<file path="src/rtl/flag_register.sv">
// flag_register: architectural {N,V,Z} flags written from the EX stage.
// Opcode decides which flag bits a commit may touch; stall holds a pending
// writer in EX, flush squashes it, and reset discards whatever is in EX.
// F_fwd is the value F takes at the coming edge, so dependent logic can
// consume flags in the same cycle as the writer commits.
module flag_register (
  input  logic        clk,
  input  logic        rst,
  input  logic        ex_valid,
  input  logic [3:0]  ex_opcode,
  input  logic [15:0] alu_result,
  input  logic        alu_ovfl,
  input  logic        stall,
  input  logic        flush,
  output logic [2:0]  F,
  output logic [2:0]  F_fwd,
  output logic        flag_busy,
  output logic [7:0]  wr_cnt
);

  // Bit positions within the {N,V,Z} flag vector.
  localparam logic [2:0] MASK_NVZ  = 3'b111;
  localparam logic [2:0] MASK_Z    = 3'b001;
  localparam logic [2:0] MASK_NONE = 3'b000;

  logic [2:0] f_q, f_d;
  logic [7:0] cnt_q, cnt_d;
  logic [2:0] wr_mask;
  logic [2:0] cand;
  logic       writer;
  logic       commit;

  // Per-opcode write enable mask; unknown opcodes fall to "no write".
  always_comb begin
    wr_mask = MASK_NONE;
    case (ex_opcode)
      4'b0000, 4'b0001:                   wr_mask = MASK_NVZ; // ADD, SUB
      4'b0010, 4'b0100, 4'b0101, 4'b0110: wr_mask = MASK_Z;   // XOR, SLL, SRA, ROR
      default:                            wr_mask = MASK_NONE;
    endcase
  end

  assign writer = |wr_mask;
  assign cand   = {alu_result[15], alu_ovfl, (alu_result == 16'h0000)};

  // ex_valid gates everything so a bubble's opcode bits never matter.
  assign commit    = ex_valid & ~stall & ~flush & writer;
  assign flag_busy = ex_valid &  stall & ~flush & writer;

  // Next flag/counter state: reset wins, then a commit merges enabled bits.
  always_comb begin
    f_d   = f_q;
    cnt_d = cnt_q;
    if (rst) begin
      f_d   = 3'b000;
      cnt_d = 8'h00;
    end else if (commit) begin
      f_d   = (cand & wr_mask) | (f_q & ~wr_mask);
      cnt_d = cnt_q + 8'd1;
    end
  end

  // Flag and commit-counter registers with synchronous reset.
  always_ff @(posedge clk) begin
    if (rst) begin
      f_q   <= 3'b000;
      cnt_q <= 8'h00;
    end else begin
      f_q   <= f_d;
      cnt_q <= cnt_d;
    end
  end

  assign F      = f_q;
  assign F_fwd  = f_d;
  assign wr_cnt = cnt_q;

endmodule

</file>
<file path="config.mk">
export PLATFORM = sky130hd
export DESIGN_NAME = flag_register
export DESIGN_NICKNAME = d
export VERILOG_FILES = /design/src/rtl/flag_register.sv
export SDC_FILE = /design/constraint.sdc
export NUM_CORES = 1
export LEC_CHECK = 0
export ABC_AREA = 1
export BUFFER_PORTS_ARGS = -buffer_cell sky130_fd_sc_hd__buf_2
export CAP_MARGIN = 20
export CORE_MARGIN = 2
export CORE_UTILIZATION = 42
export DETAILED_ROUTE_END_ITERATION = 7
export PLACE_DENSITY_LB_ADDON = 0.05
export SYNTH_ARGS = -nofsm -noshare
export SYNTH_HDL_FRONTEND = slang
export SYNTH_SLANG_ARGS = --single-unit
</file>
<file path="constraint.sdc">
create_clock -name clk -period 2.7 [get_ports clk]
set_clock_uncertainty 0.2 [all_clocks]
set_input_delay 0 -clock clk [delete_from_list [all_inputs] [get_ports clk]]
set_output_delay 0 -clock clk [all_outputs]
set_load 0.05 [all_outputs]
</file>
Yosys cells after proc, flatten, opt, wreduce, memory -nomap -nowiden
Index checks and enable logic that the tools add are counted.

operators by class
  equal/unequal tests = 5
  $mul = 0
  reductions and logical operators = 5
  shift operators = 0
  bitwise operators = 12
  $lt $le $gt $ge = 0
  multiplexer cells = 3
  div/mod/pow operators = 0
  add/sub/neg operators = 1

operators with widths
  operator             number
  $logic_not 16->1     1
  $eq 4x3->1 const B   3
  $add 8x1->8 const B  1
  $and 1x1->1          6
  $and 3x3->3          2
  $mux 3               2
  $pmux 3 s2           1
  $eq 4x1->1 const B   1
  $eq 4x2->1 const B   1
  $logic_not 4->1      1
  $reduce_or 4->1      1
  $not 3->3            1
  $or 3x3->3           1
  $reduce_or 3->1      1
  $not 1->1            2
  $reduce_or 2->1      1

storage, ports and cells
  memories kept = 0
  latch bits = 0
  logic and storage cells = 28
  register bits = 11
  bits in writable memories = 0
  bits in read-only memories = 0
  output and inout port bits = 15

Longest topological paths before layout
Gate-level depths: netlist of run 1.

  depth after elaboration = 8
  mapped depth = 7
  gate-level depth less buffers = 7

Worst setup path before layout of run 1
Ideal clock, no wire load.

  path type = register to output
  from = register f_q[0] (netlist: F[0])
  to = output port F_fwd[0]
  path slack = 1006 ps
  stages on the path, launching flop included = 3
  buffers on the path = 0
  data required time = 2500 ps
  arrival time = 1494 ps
  cells stage by stage = dfxtp_1 > o21ai_0 > nor2_1

between the ends
  cells in the longest elaborated chain, start to end = 4

RTL lines
  what                      line  source
  start: declaration        26    logic [2:0] f_q, f_d;
  start signal: assignment  66    f_q <= 3'b000;
  start signal: assignment  69    f_q <= f_d;
  $and 3x3->3               58    f_d = (cand & wr_mask) | (f_q & ~wr_mask);
  $or 3x3->3                58
  $mux 3 (*)                57    end else if (commit) begin
  $mux 3 (*)                54    if (rst) begin
  end: declaration          16    output logic [2:0] F_fwd,

Mark *: on every way between the ends. The rest lies on a longest branch, timed or not.

Final worst setup path of run 1
  from = input port ex_valid
  to = register f_q[1] (netlist: F[1])

between the ends
  cells in the longest elaborated chain, start to end = 5

RTL lines
  what                      line  source
  start: declaration        9     input logic ex_valid,
  $and 1x1->1 (3 in a row)  47    assign commit = ex_valid & ~stall & ~flush & writer;
  $mux 3                    57
  $mux 3                    54

No other way between the ends.
A chain may end at the register's enable or synchronous reset.

==> impl_metrics.yaml, run 1 <==
status:
  outcome: "finished clean"
global_routing:
  grt_use_total_pct: 18.9
  antenna_found_initial: 0
  grt_max_degree: 20
  grt_pass1_vias: 658
  grt_overflow_total: 0
  grt_pass1_wl_um: 2600
clock_network:
  cts_max_path_buffers: 2
  cts_setup_buffers: 0
  clock-sinks: 11
  cts_root_buffer: "clkbuf_4"
  clk_latency_ns: 0.27
  cts_tree: "yes"
  cts_made_buffers: 3
  htreeDepth: 1
  clkTransAtPathRegs_ns: 0.07
final_layout:
  final_common_cell: "buf_2"
  multi_input_area_um2: 338
  final_area_um2: 951
  final_cell_mix: "buf_2, nor2_1, nand2_1"
  instances_no_fill: 164
  syn_to_final_growth_pct: 58.3
  n_antenna_cell: 0
  seq_area_um2: 220
  final_nets: 177
  fillers: 120
  layout-drive-gt1-share_pct: 31.5
drt:
  drt_iter0_drc: 3
  drc: 0
  ant_nets: 0
  routed_via_density: 4.69
  num_vias: 769
  wirelength_um: 1510
  wl_per_cell_um: 9.20
  dr.pass1.iters: 4
floorplanning:
  fp-row-count: 13
  die_width_um: 41.8
  die-area_um2: 1750
  ios: 41
  start_util_pct: 45.6
  core_area_um2: 1320
  die_y_um: 41.8
timing:
  fin_crit_ns: 2.53
  setup_viol: 0
  tightest_slew_ns: 0.385
  fin_crit_sh_pct: 93.7
  rsz0062_at_grt: "no"
  fmax_mhz: 395
  maxSlewViolCount: 0
  hold_violations: 0
  maxSlewHeadroom_pct: 74.3
  fin_setup_tns_ns: 0
placement:
  dp_cells: 149
  gp_congestion: 0.695
  place.detailed.hpwl_um: 1100
  port_buffers: 40
  dpl-instance-area_um2: 808
synthesis:
  post_synth_num_cell_types: 16
  synth_nets: 122
  syn_area_um2: 601
  avgSynthCellArea_um2: 6.32
  ys_seq_elements: 11
  seq_area_frac_synth_pct: 36.7
  yosys_warnings: 0
  synthCells: 95
worst_setup_path:
  required_ns: 2.66
  path_max_fanout: 19
  start_kind: "primary input"
  crit_family: "buffers and inverters"
  crit_path_end_kind: "flop"
  slowest_delay_ns: 0.57
  cp.arrival_ns: 2.49
  critPathBufInv: 4
  crit_chain: "dlygate4sd3_1 > buf_2 > nand2_1 > nor2_4 > nand2_1 > o21ai_1 > dlygate4sd3_1 > nor2_1 > dlygate4sd3_1"
  worst_path_most_repeated_cell: "dlygate4sd3_1"
  worst_path_max_delay_cell: "dlygate4sd3_1"
  critical_path_class: "primary input to flop"
power:
  p_per_area_nw_per_um2: 351
  p_leak_uw: 0.000500
  vdd_ir_drop_max_mv: 0.281
  totalPowerFinal_uw: 334
job:
  maxCapViolCount: 0
worst_hold_path:
  min_path_type: "primary input to flop"
[worst register-to-register path, stage by stage, from the launching register on]
cell and delay, ns:
dfxtp_1 0.32, a21oi_1 0.19, nor2_1 0.07, dlygate4sd3_1 0.56
[final timing paths]
| kind | startpoint | end | slack, ns | cells past startpoint |
|---|---|---|---|---|
| setup / recovery | ex_valid | F[1]$_SDFF_PP0_ | 0.17 | 9 |
| hold / removal | flush | wr_cnt[3]$_SDFFE_PP0N_ | 0.02 | 6 |
| setup reg to reg | F[1]$_SDFF_PP0_ | F[1]$_SDFF_PP0_ | 1.26 | 3 |
| hold reg to reg | wr_cnt[0]$_SDFFE_PP0N_ | wr_cnt[0]$_SDFFE_PP0N_ | 0.31 | 1 |
[timing repair]
action,CTS,global route
hold buffers,12,0
resized for setup,0,2
endpoints found under the setup margin,0,2
endpoints found under the hold margin,10,0
[per-layer routing]
metal,vias to the layer above,GRT usage [%],wire length (um)
met5,-,0,0
met2,22,33.4,753
met1,333,21.5,633
met4,0,1.94,3
met3,2,8.26,117
li1,412,-,-
[synthesized netlist by cell type]
library cell / count / share of area (%)
clkinv_1: 1 / 0.62
a21oi_2: 1 / 1.5
ha_1: 1 / 2.1
nand2_1: 21 / 13
nor3_1: 2 / 1.7
nand3_1: 7 / 5.8
xnor2_1: 1 / 1.5
buf_6: 1 / 1.9
nand4_1: 2 / 2.1
nor2_4: 1 / 1.9
inv_1: 9 / 5.6
o21ai_1: 2 / 1.7
dfxtp_1: 11 / 37
nor2_1: 25 / 16
a21oi_1: 7 / 5.8
o21ai_0: 3 / 2.5
[state kept, by name, summed over array words and instances (netlist names)]
| register | flops |
|---|---|
| F | 3 |
| wr_cnt | 8 |
[where the power goes]
part           switching [uW]  leakage, uW  total, uW  internal (uW)
clock network            55.4    0.0000150        113           57.3
registers                1.22    0.0000887        165            164
logic                    28.5     0.000396       56.6           28.0
[cell families (layout without fill, tap and decap cells)]
kind of cell    Yosys count  after routing  share of synthesized area (%)
flops                    11             11                           36.7
compound gates           13             13                           11.5
buf+inv                  11             65                           8.12
simple gates             58             58                           40.2
fa+ha+maj                 1              1                           2.08
xor+xnor                  1              1                           1.46
[through the flow]
step,hold slack [ns],setup slack (ns),utilization (%)
global route,0.0751,0.00716,72.2
global placement,-0.0215,1.37,61.3
finish,0.0181,0.171,72.2
detailed placement,-0.0172,1.31,61.3
CTS,0.00418,0.0444,72.5
floorplan,-0.138,1.01,-
[layout make-up]
type                            count  area share, %
Multi-Input combinational cell     73           35.5
Timing Repair Buffer               51           32.6
Sequential cell                    11           23.2
Inverter                           10           3.95
Clock buffer                        4           2.76
Tap cell                           15           1.97
(Power assumes the default switching activity.)
==> run 2: changes to the inputs <==
CELL_PAD_IN_SITES_DETAIL_PLACEMENT = 0   (was default)
CELL_PAD_IN_SITES_GLOBAL_PLACEMENT = 1   (was default)
CORE_ASPECT_RATIO = 1.1   (was default)
CORE_UTILIZATION = 27   (was 42)
==> run 2 against run 1 <==
Effect of this change:
- die area rose by 50%
- wire length rose by 1.6%
- total power fell by 0.73%
- final cell count rose by 7.9%
- hold slack got worse by 0.0081 ns
- register-to-register slack improved by 0.05 ns
- cell area rose by 1.6%
- global-route usage fell by 5.1 points
- first-iteration DRC count rose by 130%
- utilization fell by 25 points
- sequential share of layout area fell by 0.36 points
- fmax fell by 0.68%
- largest cell class unchanged
- largest power group unchanged
- highest routed layer unchanged
==> impl_metrics.yaml, run 2 (synthesis results as in run 1) <==
timing:
  rsz0062_at_grt: "no"
  fin_setup_tns_ns: 0
  tightest_slew_ns: 0.393
  setup_viol: 0
  fin_crit_ns: 2.55
  fin_crit_sh_pct: 94.3
  maxSlewHeadroom_pct: 73.7
  maxSlewViolCount: 0
  hold_violations: 0
  fmax_mhz: 393
drt:
  ant_nets: 0
  wirelength_um: 1530
  routed_via_density: 4.30
  drc: 0
  dr.pass1.iters: 4
  drt_iter0_drc: 7
  wl_per_cell_um: 8.66
  num_vias: 761
power:
  swShare_pct: 24.9
  clkPwrFrac_pct: 33.2
  vdd_ir_drop_max_mv: 0.293
  intPower_uw: 249
  seq_power_share_pct: 49.7
  combinationalPowerShare_pct: 17.1
  p_leak_uw: 0.000516
  p_switching_uw: 82.5
  p_per_area_nw_per_um2: 343
clock_network:
  cts_max_path_buffers: 2
  cts_root_buffer: "clkbuf_4"
  clkTransAtPathRegs_ns: 0.07
  htreeDepth: 1
  cts_made_buffers: 3
  cts_tree: "yes"
  clock-sinks: 11
  clk_latency_ns: 0.26
status:
  outcome: "finished clean"
worst_setup_path:
  critPathBufInv: 5
  r2r_setup_slack_ns: 1.31
  crit_chain: "dlygate4sd3_1 > buf_2 > nor2_1 > dlygate4sd3_1 > nand2_1 > dlygate4sd3_1 > nor2_1 > a21oi_1 > nor2_1 > clkbuf_4"
  cp.arrival_ns: 2.35
  required_ns: 2.50
  path_max_fanout: 2
  worst_path_max_delay_cell: "dlygate4sd3_1"
  crit_path_end_kind: "output pin"
  crit_family: "buffers and inverters"
  critical_path_class: "primary input to output pin"
  reg2reg_to: "F[2]$_SDFF_PP0_"
  crit-reg2reg-launch: "F[2]$_SDFF_PP0_"
  r2r_cells: 3
  slowest_delay_ns: 0.55
  start_kind: "primary input"
job:
  maxCapViolCount: 0
worst_hold_path:
  min_path_type: "primary input to flop"
  holdPathStages: 4
  min_from: "ex_valid"
  holdPathEnd: "wr_cnt[0]$_SDFFE_PP0N_"
floorplanning:
  die_width_um: 49.0
  ios: 41
  fp-row-count: 17
  die_y_um: 53.5
  core_area_um2: 2060
  start_util_pct: 29.1
  die-area_um2: 2620
placement:
  place.detailed.hpwl_um: 1160
  port_buffers: 40
  dpl-instance-area_um2: 825
  gp_congestion: 0.711
global_routing:
  grt_pass1_vias: 704
  grt_max_degree: 20
  grt_overflow_total: 0
  grt_pass1_wl_um: 2700
  antenna_found_initial: 0
  grt_use_total_pct: 13.8
final_layout:
  seq_area_um2: 220
  fillers: 222
  final_area_um2: 966
  final_common_cell: "buf_2"
  final_cell_mix: "buf_2, nor2_1, nand2_1"
  multi_input_area_um2: 332
  n_antenna_cell: 0
  final_nets: 177
  largest_reg_flops: 8
  syn_to_final_growth_pct: 60.8
  layout-drive-gt1-share_pct: 30.2
## run 2: cell types whose count changed in the layout (fill, tap and decap cells not counted)
cell	delta
a21oi_2	-1
clkbuf_4	+1
dlymetal6s4s_1	+1
buf_2	-1
a21oi_1	+1
dlygate4sd3_1	-1
nor2_2	-1
nor2_1	+1
## run 2: per-stage QoR
step | instances | power [uW] | hold slack (ns) | util [%] | worst slack, ns
3_5_place_dp | 162 | 216 | -0.0183 | 40.0 | 1.29
2_1_floorplan | 95 | 193 | -0.138 | - | 1.01
4_1_cts | 177 | 340 | 0.000282 | 46.6 | 0.0729
5_1_grt | 177 | 354 | 0.0280 | 46.8 | 0.0162
6_report | 177 | 332 | 0.0101 | 46.8 | 0.154
3_3_place_gp | 162 | 216 | -0.0196 | 40.0 | 1.32
## run 2: what timing repair did
action                                 CTS  global route
endpoints found under the hold margin    9             0
resized for setup                        0             2
setup endpoints to repair                0             2
setup buffers                            0             0
hold buffers                            11             0
## run 2: worst max-delay path by stage
stage,endpoint,start,depth (start not counted)
CTS,F[0]$_SDFF_PP0_,alu_result[0],10
global route,F_fwd[0],alu_result[0],10
finish,F_fwd[0],alu_result[0],10
floorplan,F_fwd[0],F[0]$_SDFF_PP0_,2
global placement,F_fwd[1],stall,8
detailed placement,F_fwd[0],ex_opcode[1],8
## run 2: tightest hold or removal path, delay by kind of cell
family                 cells  cell delay [ns]
AO/OA/AOI/OAI              1             0.14
buffers and inverters      1             0.10
AND/OR/NAND/NOR            2             0.19
## run 2: power by group through the flow
stage          Clock (uW)  Combinational (uW)  Sequential (uW)
6_report              110                56.9              165
3_5_place_dp            0                47.9              169
3_3_place_gp            0                47.2              169
2_1_floorplan           0                19.4              174
4_1_cts               118                57.0              165
5_1_grt               125                64.1              165
## run 2: routing by layer
layer	wire length, um	track usage, %
met1	686	14.7
met2	735	25.3
met3	101	4.80
met4	8	4.76
met5	0	0
## run 2: cell type report
class | instances | share of cell area, %
Multi-Input combinational cell | 73 | 34.3
Sequential cell | 11 | 22.8
Tap cell | 28 | 3.63
Timing Repair Buffer | 51 | 32.6
Clock buffer | 4 | 2.72
Inverter | 10 | 3.89
==> run 3: changes to the inputs <==
CORE_UTILIZATION = 25   (was 27)
clock period = 2.61 ns   (was 2.7 ns; I/O delays follow)
==> run 3 against run 2 <==
Effect of this change:
- the flow now finishes with violations (negative hold slack)
- global-route usage is 0.88 points lower
- total power is 7.2% higher
- via count is 6.2% higher
- non-clock buffer count is 8 higher
- combinational power is 19% higher
- utilization is 0.18 points higher
- critical path depth is 3 lower
- register-to-register slack worse by 0.36 ns
- largest cell class is now buffers
==> impl_metrics.yaml, run 3 (synthesis results as in run 1) <==
timing:
  maxSlewViolCount: 0
  tightest_slew_ns: 0.395
  fmax_mhz: 437
  setup_ws_ns: 0.321
  worst_hold_slack_ns: -0.0489
  maxSlewHeadroom_pct: 73.6
  fin_setup_tns_ns: 0
  setup_viol: 0
  rsz0062_at_grt: "no"
  fin_crit_ns: 2.29
  hold_violations: 1
  fin_crit_sh_pct: 87.7
clock_network:
  clkTransAtPathRegs_ns: 0.07
  cts_root_buffer: "clkbuf_4"
  cts_max_path_buffers: 2
  htreeDepth: 1
  cts_setup_buffers: 0
  clk_latency_ns: 0.27
  cts_made_buffers: 3
  cts_tree: "yes"
  clock-sinks: 11
power:
  combinationalPowerShare_pct: 19.0
  p_leak_uw: 0.000541
  clkPwrFrac_pct: 33.0
  swShare_pct: 25.4
  vdd_ir_drop_max_mv: 0.169
  p_switching_uw: 90.2
  intPower_uw: 265
  totalPowerFinal_uw: 356
  p_per_area_nw_per_um2: 336
  seq_power_share_pct: 48.0
global_routing:
  grt_use_total_pct: 12.9
  grt_max_degree: 20
  grt_most_used_layer: "met2"
  grt_pass1_wl_um: 2750
  met1_usage_pct: 13.1
  globalRouteMet3Util_pct: 1.89
  grt_pass1_vias: 749
  grt_overflow_total: 0
  grt_util_met2_pct: 22.6
  antenna_found_initial: 0
drt:
  wirelength_um: 1550
  num_vias: 808
  wl_per_cell_um: 8.27
  drc: 0
  routed_via_density: 4.32
  ant_nets: 0
  dr.pass1.iters: 4
  drt_iter0_drc: 4
final_layout:
  largest_reg_flops: 8
  post-route-util_pct: 47.0
  layout-drive-gt1-share_pct: 30.6
  final_nets: 185
  final_common_cell: "buf_2"
  n_antenna_cell: 0
  syn_to_final_growth_pct: 76.3
  final_cell_mix: "buf_2, nor2_1, nand2_1"
placement:
  preCtsSetupSlack_ns: 1.21
  place.detailed.hpwl_um: 1150
  gp_congestion: 0.668
  port_buffers: 40
status:
  violations: "negative hold slack"
  outcome: "complete, but fails checks"
floorplanning:
  die_y_um: 55.4
  core_area_um2: 2250
  start_util_pct: 26.7
  die-area_um2: 2810
  ios: 41
  die_width_um: 50.7
  fp-row-count: 18
worst_setup_path:
  path_max_fanout: 10
  critical_path_class: "primary input to flop"
  crit_path_end_kind: "flop"
  cp.arrival_ns: 2.24
  required_ns: 2.57
  start_kind: "primary input"
  r2r_cells: 5
worst_hold_path:
  holdPathStages: 6
  min_path_type: "primary input to flop"
job:
  maxCapViolCount: 0
-- run 3: changes by cell type in the layout (fill, tap and decap cells not counted) --
cell            change
dlymetal6s4s_1      -1
buf_6               +1
clkbuf_4            -1
a21oi_2             +1
a21oi_1             -1
dlygate4sd3_1       +9
nor2_2              +2
nor2_1              -2
-- run 3: per-layer routing --
metal	share of wire, %	vias up
li1	-	430
met1	40	343
met2	51	30
met3	5.8	5
met4	3.7	0
met5	0	-
-- run 3: path summary, 6_finish.rpt --
check | slack (ns) | from | to
worst max-delay path | 0.32 | rst | F[2]$_SDFF_PP0_
worst min-delay path | -0.05 | alu_result[2] | F[0]$_SDFF_PP0_
worst max register to register | 0.95 | wr_cnt[2]$_SDFFE_PP0N_ | wr_cnt[3]$_SDFFE_PP0N_
worst min register to register | 0.32 | wr_cnt[0]$_SDFFE_PP0N_ | wr_cnt[0]$_SDFFE_PP0N_
-- run 3: per-stage QoR --
stage	instance area [um2]	std cells
after floorplan	601	95
after global placement	827	164
after detailed placement	827	164
after CTS	1060	189
after global routing	1060	187
final	1060	187
-- run 3: critical path, stage by stage --
cell	delay [ns]
dlygate4sd3_1	0.52
buf_2	0.12
clkinv_1	0.24
o21ai_1	0.20
dlygate4sd3_1	0.57
nor2_1	0.04
dlygate4sd3_1	0.56
-- run 3: power by group through the flow --
stage	registers (uW)	clock network, uW	logic (uW)
floorplan	180	0	20.1
global placement	174	0	48.5
detailed placement	174	0	49.5
CTS	170	126	69.0
global route	171	133	75.3
finish	170	117	67.6
-- run 3: layout make-up --
class,instances,area (um2)
clock buffer,4,26.3
tap,30,37.5
fill,254,1190
inverter,10,37.5
multi-input combinational,73,340
sequential,11,220
timing repair buffer,59,397
-- run 3: timing repair --
item                                    CTS  global route
endpoints found under the setup margin    0             1
hold endpoints to repair                  9             0
resized for setup                         0             6
hold buffers                             21             0
